==> src/rtl/hps_irq_pkg.sv <==
// Shared definitions for the pushbutton event counter: debounce FSM states,
// BCD digit format and the single-digit increment helper.
package hps_irq_pkg;

    typedef enum logic [1:0] {
        RELEASED     = 2'd0,
        PRESS_WAIT   = 2'd1,
        PRESSED      = 2'd2,
        RELEASE_WAIT = 2'd3
    } deb_state_e;

    localparam int                DIGIT_W   = 4;
    localparam logic [DIGIT_W-1:0] DIGIT_MAX = 4'd9;

    typedef struct packed {
        logic [DIGIT_W-1:0] tens;
        logic [DIGIT_W-1:0] ones;
    } bcd2_t;

    // Returns {carry, next_digit}; any value at or above 9 wraps to 0 so an
    // out-of-range digit can never persist.
    function automatic logic [DIGIT_W:0] digit_inc(input logic [DIGIT_W-1:0] d);
        logic [DIGIT_W:0] r;
        if (d >= DIGIT_MAX) begin
            r = {1'b1, {DIGIT_W{1'b0}}};
        end else begin
            r = {1'b0, d + 1'b1};
        end
        return r;
    endfunction

endpackage

==> src/rtl/key_debounce.sv <==
// Two-flop synchronizer and four-state debouncer for an active-low pushbutton;
// emits one press_pulse per accepted press, nothing on release.
module key_debounce
    import hps_irq_pkg::*;
#(
    parameter int DEBOUNCE_CYCLES = 500000
) (
    input  logic clk,
    input  logic reset,
    input  logic key_n,
    output logic press_pulse
);

    localparam int              CNT_W    = (DEBOUNCE_CYCLES > 1) ? $clog2(DEBOUNCE_CYCLES) : 1;
    localparam logic [CNT_W-1:0] CNT_LAST = CNT_W'(DEBOUNCE_CYCLES - 1);

    logic             sync1_q, sync1_d;
    logic             sync2_q, sync2_d;
    logic             key_s;
    deb_state_e       state_q, state_d;
    logic [CNT_W-1:0] cnt_q, cnt_d;
    logic             press_pulse_q, press_pulse_d;

    always_comb begin
        sync1_d = key_n;
        sync2_d = sync1_q;
        key_s   = sync2_q;
    end

    always_comb begin
        // NOTE: every output gets a default first, so no path can infer a latch.
        state_d       = state_q;
        cnt_d         = cnt_q;
        press_pulse_d = 1'b0;
        case (state_q)
            RELEASED: begin
                if (!key_s) begin
                    state_d = PRESS_WAIT;
                    cnt_d   = '0;
                end
            end
            PRESS_WAIT: begin
                if (key_s) begin
                    state_d = RELEASED;
                    cnt_d   = '0;
                end else if (cnt_q == CNT_LAST) begin
                    state_d       = PRESSED;
                    cnt_d         = '0;
                    press_pulse_d = 1'b1;
                end else begin
                    cnt_d = cnt_q + 1'b1;
                end
            end
            PRESSED: begin
                if (key_s) begin
                    state_d = RELEASE_WAIT;
                    cnt_d   = '0;
                end
            end
            RELEASE_WAIT: begin
                if (!key_s) begin
                    state_d = PRESSED;
                    cnt_d   = '0;
                end else if (cnt_q == CNT_LAST) begin
                    state_d = RELEASED;
                    cnt_d   = '0;
                end else begin
                    cnt_d = cnt_q + 1'b1;
                end
            end
            default: begin
                state_d = RELEASED;
                cnt_d   = '0;
            end
        endcase
    end

    // NOTE: sequential state uses non-blocking assignments only.
    always_ff @(posedge clk) begin
        if (reset) begin
            sync1_q       <= 1'b1;
            sync2_q       <= 1'b1;
            state_q       <= RELEASED;
            cnt_q         <= '0;
            press_pulse_q <= 1'b0;
        end else begin
            sync1_q       <= sync1_d;
            sync2_q       <= sync2_d;
            state_q       <= state_d;
            cnt_q         <= cnt_d;
            press_pulse_q <= press_pulse_d;
        end
    end

    assign press_pulse = press_pulse_q;

endmodule

==> src/rtl/key_event_counter.sv <==
// Pushbutton event counter: debounced presses drive a two-digit BCD count with
// sticky overflow and a level interrupt acknowledged by the HPS.
module key_event_counter
    import hps_irq_pkg::*;
#(
    parameter int DEBOUNCE_CYCLES = 500000
) (
    input  logic               clk,
    input  logic               reset,
    input  logic               key_n,
    input  logic               count_clr,
    input  logic               irq_ack,
    output logic [DIGIT_W-1:0] ones_digit,
    output logic [DIGIT_W-1:0] tens_digit,
    output logic               press_pulse,
    output logic               irq,
    output logic               overflow
);

    logic             press;
    bcd2_t            count_q, count_d;
    logic             overflow_q, overflow_d;
    logic             irq_q, irq_d;
    logic [DIGIT_W:0] ones_inc;
    logic [DIGIT_W:0] tens_inc;

    key_debounce #(
        .DEBOUNCE_CYCLES(DEBOUNCE_CYCLES)
    ) u_debounce (
        .clk        (clk),
        .reset      (reset),
        .key_n      (key_n),
        .press_pulse(press)
    );

    always_comb begin
        count_d    = count_q;
        overflow_d = overflow_q;
        ones_inc   = digit_inc(count_q.ones);
        tens_inc   = digit_inc(count_q.tens);
        // Clear outranks a coincident increment; the interrupt is still raised.
        if (count_clr) begin
            count_d    = '0;
            overflow_d = 1'b0;
        end else if (press) begin
            count_d.ones = ones_inc[DIGIT_W-1:0];
            if (ones_inc[DIGIT_W]) begin
                count_d.tens = tens_inc[DIGIT_W-1:0];
                if (tens_inc[DIGIT_W]) begin
                    overflow_d = 1'b1;
                end
            end
        end
        irq_d = press | (irq_q & ~irq_ack);
    end

    always_ff @(posedge clk) begin
        if (reset) begin
            count_q    <= '0;
            overflow_q <= 1'b0;
            irq_q      <= 1'b0;
        end else begin
            count_q    <= count_d;
            overflow_q <= overflow_d;
            irq_q      <= irq_d;
        end
    end

    assign ones_digit  = count_q.ones;
    assign tens_digit  = count_q.tens;
    assign press_pulse = press;
    assign irq         = irq_q;
    assign overflow    = overflow_q;

endmodule
==> config.mk <==
export PLATFORM = sky130hd
export DESIGN_NAME = key_event_counter
export DESIGN_NICKNAME = d
export VERILOG_FILES = /design/src/rtl/hps_irq_pkg.sv /design/src/rtl/key_debounce.sv /design/src/rtl/key_event_counter.sv
export SDC_FILE = /design/constraint.sdc
export NUM_CORES = 1
export LEC_CHECK = 0
export ABC_AREA = 1
export CAP_MARGIN = 20
export CORE_UTILIZATION = 55
export DETAILED_ROUTE_END_ITERATION = 7
export GPL_TIMING_DRIVEN = 0
export PLACE_DENSITY = 0.75
export SETUP_SLACK_MARGIN = 0.2
export SLEW_MARGIN = 25
export SYNTH_ARGS = -nofsm -noshare
export SYNTH_HDL_FRONTEND = slang
export SYNTH_SLANG_ARGS = --single-unit
==> constraint.sdc <==
create_clock -name clk -period 4.6 [get_ports clk]
set_clock_uncertainty 0.1 [all_clocks]
set_input_delay 0.92 -clock clk [delete_from_list [all_inputs] [get_ports clk]]
set_output_delay 0.92 -clock clk [all_outputs]
set_load 0.05 [all_outputs]
==> results.cfg <==
[floorplanning]
fp.coreArea_sq_mm = 0.003153
die_area_sq_mm = 0.003671
row_count = 20
fp.dieH_um = 60.59
dieWidth_um = 60.59
start_util_pct = 59.88
io_pins = 16

[cts]
numCtsBuffers = 5
tritoncts = done
postCtsResizedCells = 0
cts_root_buf = clkbuf_4
htree_num_levels = 2
cts_setup_buffers = 0
clk_pin_slew_worst_paths_ns = 0.11
clk_latency_ns = 0.34
cts.sinks = 34
cts_buffer_depth = 2
cts-hold-fix-buffers = 0

[worst_setup_path]
critical_path.cell_chain = clkdlybuf4s50_1
cp_max_fo = 7
r2r_slack_ns = 2.81
reg2reg_to = tens_digit[2]
cp.arrival_ns = 1.65
cp_slowest_stage_delay_ns = 0.85
path_buf_inv = 1
crit_path_start_kind = flip-flop
cp.required_ns = 3.58
cp_top_family = buffers and inverters
cpMaxStageDelayCell = clkdlybuf4s50_1
r2r_start = ones_digit[0]
end_kind = output port
path_class = reg2out
reg2reg_depth = 9

[global_routing]
grt_pass1_vias = 1456
antenna_found_initial = 0
grt_pass1_wl_um = 6499
track_usage_pct = 24.20
grt_start_max_net_pins = 12
grt_overflow = 0

[finish]
multi_input_area_sq_mm = 0.001028
layout_commonest_cell = nand2_1
drive_above_1_share_pct = 8.889
area_delta_synth_final_pct = 14.25
finish.utilization_pct = 68.41
fin_nets = 326
final_cell_mix = nand2_1 (91), inv_1 (40), dfxtp_1 (34)
regArea_sq_um = 680.7
num_antenna_cells = 0
final_cells = 359
final_cell_area_sq_mm = 0.002157
fill_cells = 285

[routing]
drc = 0
antenna_left = 0
via_per_inst = 5.114
drt_iter0_markers = 99
dr.pass1.iters = 5
wl_um = 3936
vias = 1836
avgRoutedWirePerCell_um = 10.96

[logic_synthesis]
yosysWarnings = 0
yosysTopAreaCell = dfxtp_1
syn_avg_cell_area_sq_um = 6.466
syn_inst = 292
yosysTopAreaCellShare_pct = 36.05
syn_area_sq_mm = 0.001888
synthTopCellsByArea = dfxtp_1 (36%), nand2_1 (18%), inv_1 (8.0%)
synth.distinct_cells = 25
synth-seq-cells = 34
syn_nets = 304
synth-seq-area-share_pct = 36.05

[power]
ir_worst_vdd_v = 0.0001670
power_density_mw_per_mm2 = 242.6
p_leak_nw = 0.8246

[worst_hold_path]
min_path_type = reg2reg
whs_path_depth = 1
hold_start = u_debounce.sync1_q
holdPathEnd = u_debounce.key_s

[status]
run_status = finished, final reports clean

[sta]
hold_violations = 0
slew_viol_final = 0
tns_ns = 0
max_freq_mhz = 374.2
period_share_pct = 58.09
max_slew.worst_pin.slew_ns = 0.5393
fin_ws_ns = 1.928
slew_headroom_pct = 64.05
fin_crit_ns = 2.672
finalSetupViolCount = 0
rsz0062_at_grt = no

[flow_run]
drv_cap = 0

[place]
place_ws_ns = 2.092
dp.cells = 351
dpl.hpwl_um = 2924
placed_area_sq_mm = 0.002093
gp_congestion = 0.8733
io_buffers = 15
==> area by class of cell <==
cell class	count	area share (%)
well taps	44	2.552
inverters	40	6.961
clock inverters	2	0.5800
multi-input cells	213	47.68
repair buffers	15	6.961
clock buffers	6	2.378
plain buffers	5	1.334
flip-flops and latches	34	31.55
==> layer usage <==
layer | routed length [um] | part of all wire, % | track usage (%)
met1 | 1970 | 50 | 34.82
met2 | 1699 | 43 | 34.22
met3 | 220 | 5.6 | 7.036
met4 | 45 | 1.1 | 8.766
met5 | 0 | 0 | 0
==> kinds of logic after synthesis <==
kind of cell    share of synthesized area, %
buf+inv                                9.476
fa+ha+maj                              4.639
compound gates                         10.41
simple gates                           38.97
flops                                  36.05
xor+xnor                              0.4640
==> synth_stat cells, drive strengths merged <==
library cell   n
buf            3
nor4           1
a21oi         21
dfxtp         34
ha             7
a41oi          1
a31oi          1
a211oi         1
o21ai         10
nand3         24
nor2          38
clkbuf         2
nor3           4
o211ai         1
nand2         95
or2            3
nand4          5
xnor2          1
inv           40
==> worst max path at each step <==
stage	from	to	slack, ns	cells after the start
2_1_floorplan	ones_digit[0]	tens_digit[2]	2.67	9
3_3_place_gp	reset	u_debounce.cnt_q[8]	2.10	5
3_5_place_dp	reset	u_debounce.cnt_q[8]	2.09	5
4_1_cts	tens_digit[0]	tens_digit[0]	1.92	1
6_report	u_debounce.press_pulse	press_pulse	1.93	1
5_1_grt	u_debounce.press_pulse	press_pulse	1.85	1
==> flip-flops by register name, summed over array words and instances (netlist names), named ones only <==
name	cells
irq	1
u_debounce.cnt_q	19
overflow	1
u_debounce.state_q	1
u_debounce.sync1_q	1
ones_digit	4
u_debounce.press_pulse	1
u_debounce.key_s	1
tens_digit	4
==> where the power goes <==
group          internal (W)  total (W)  switching [W]
logic             0.0000144  0.0000433      0.0000289
clock network     0.0000734   0.000178       0.000105
registers          0.000298   0.000302     0.00000388
total              0.000386   0.000523       0.000138
==> stage by stage <==
stage	hold slack, ns	power, W
after global placement	0.2954	0.0003520
after global routing	0.3369	0.0005491
after floorplan	0.2895	0.0003375
after CTS	0.3306	0.0005300
after detailed placement	0.3017	0.0003520
final	0.3290	0.0005234
Note: power is estimated with default switching activity, not from simulation.
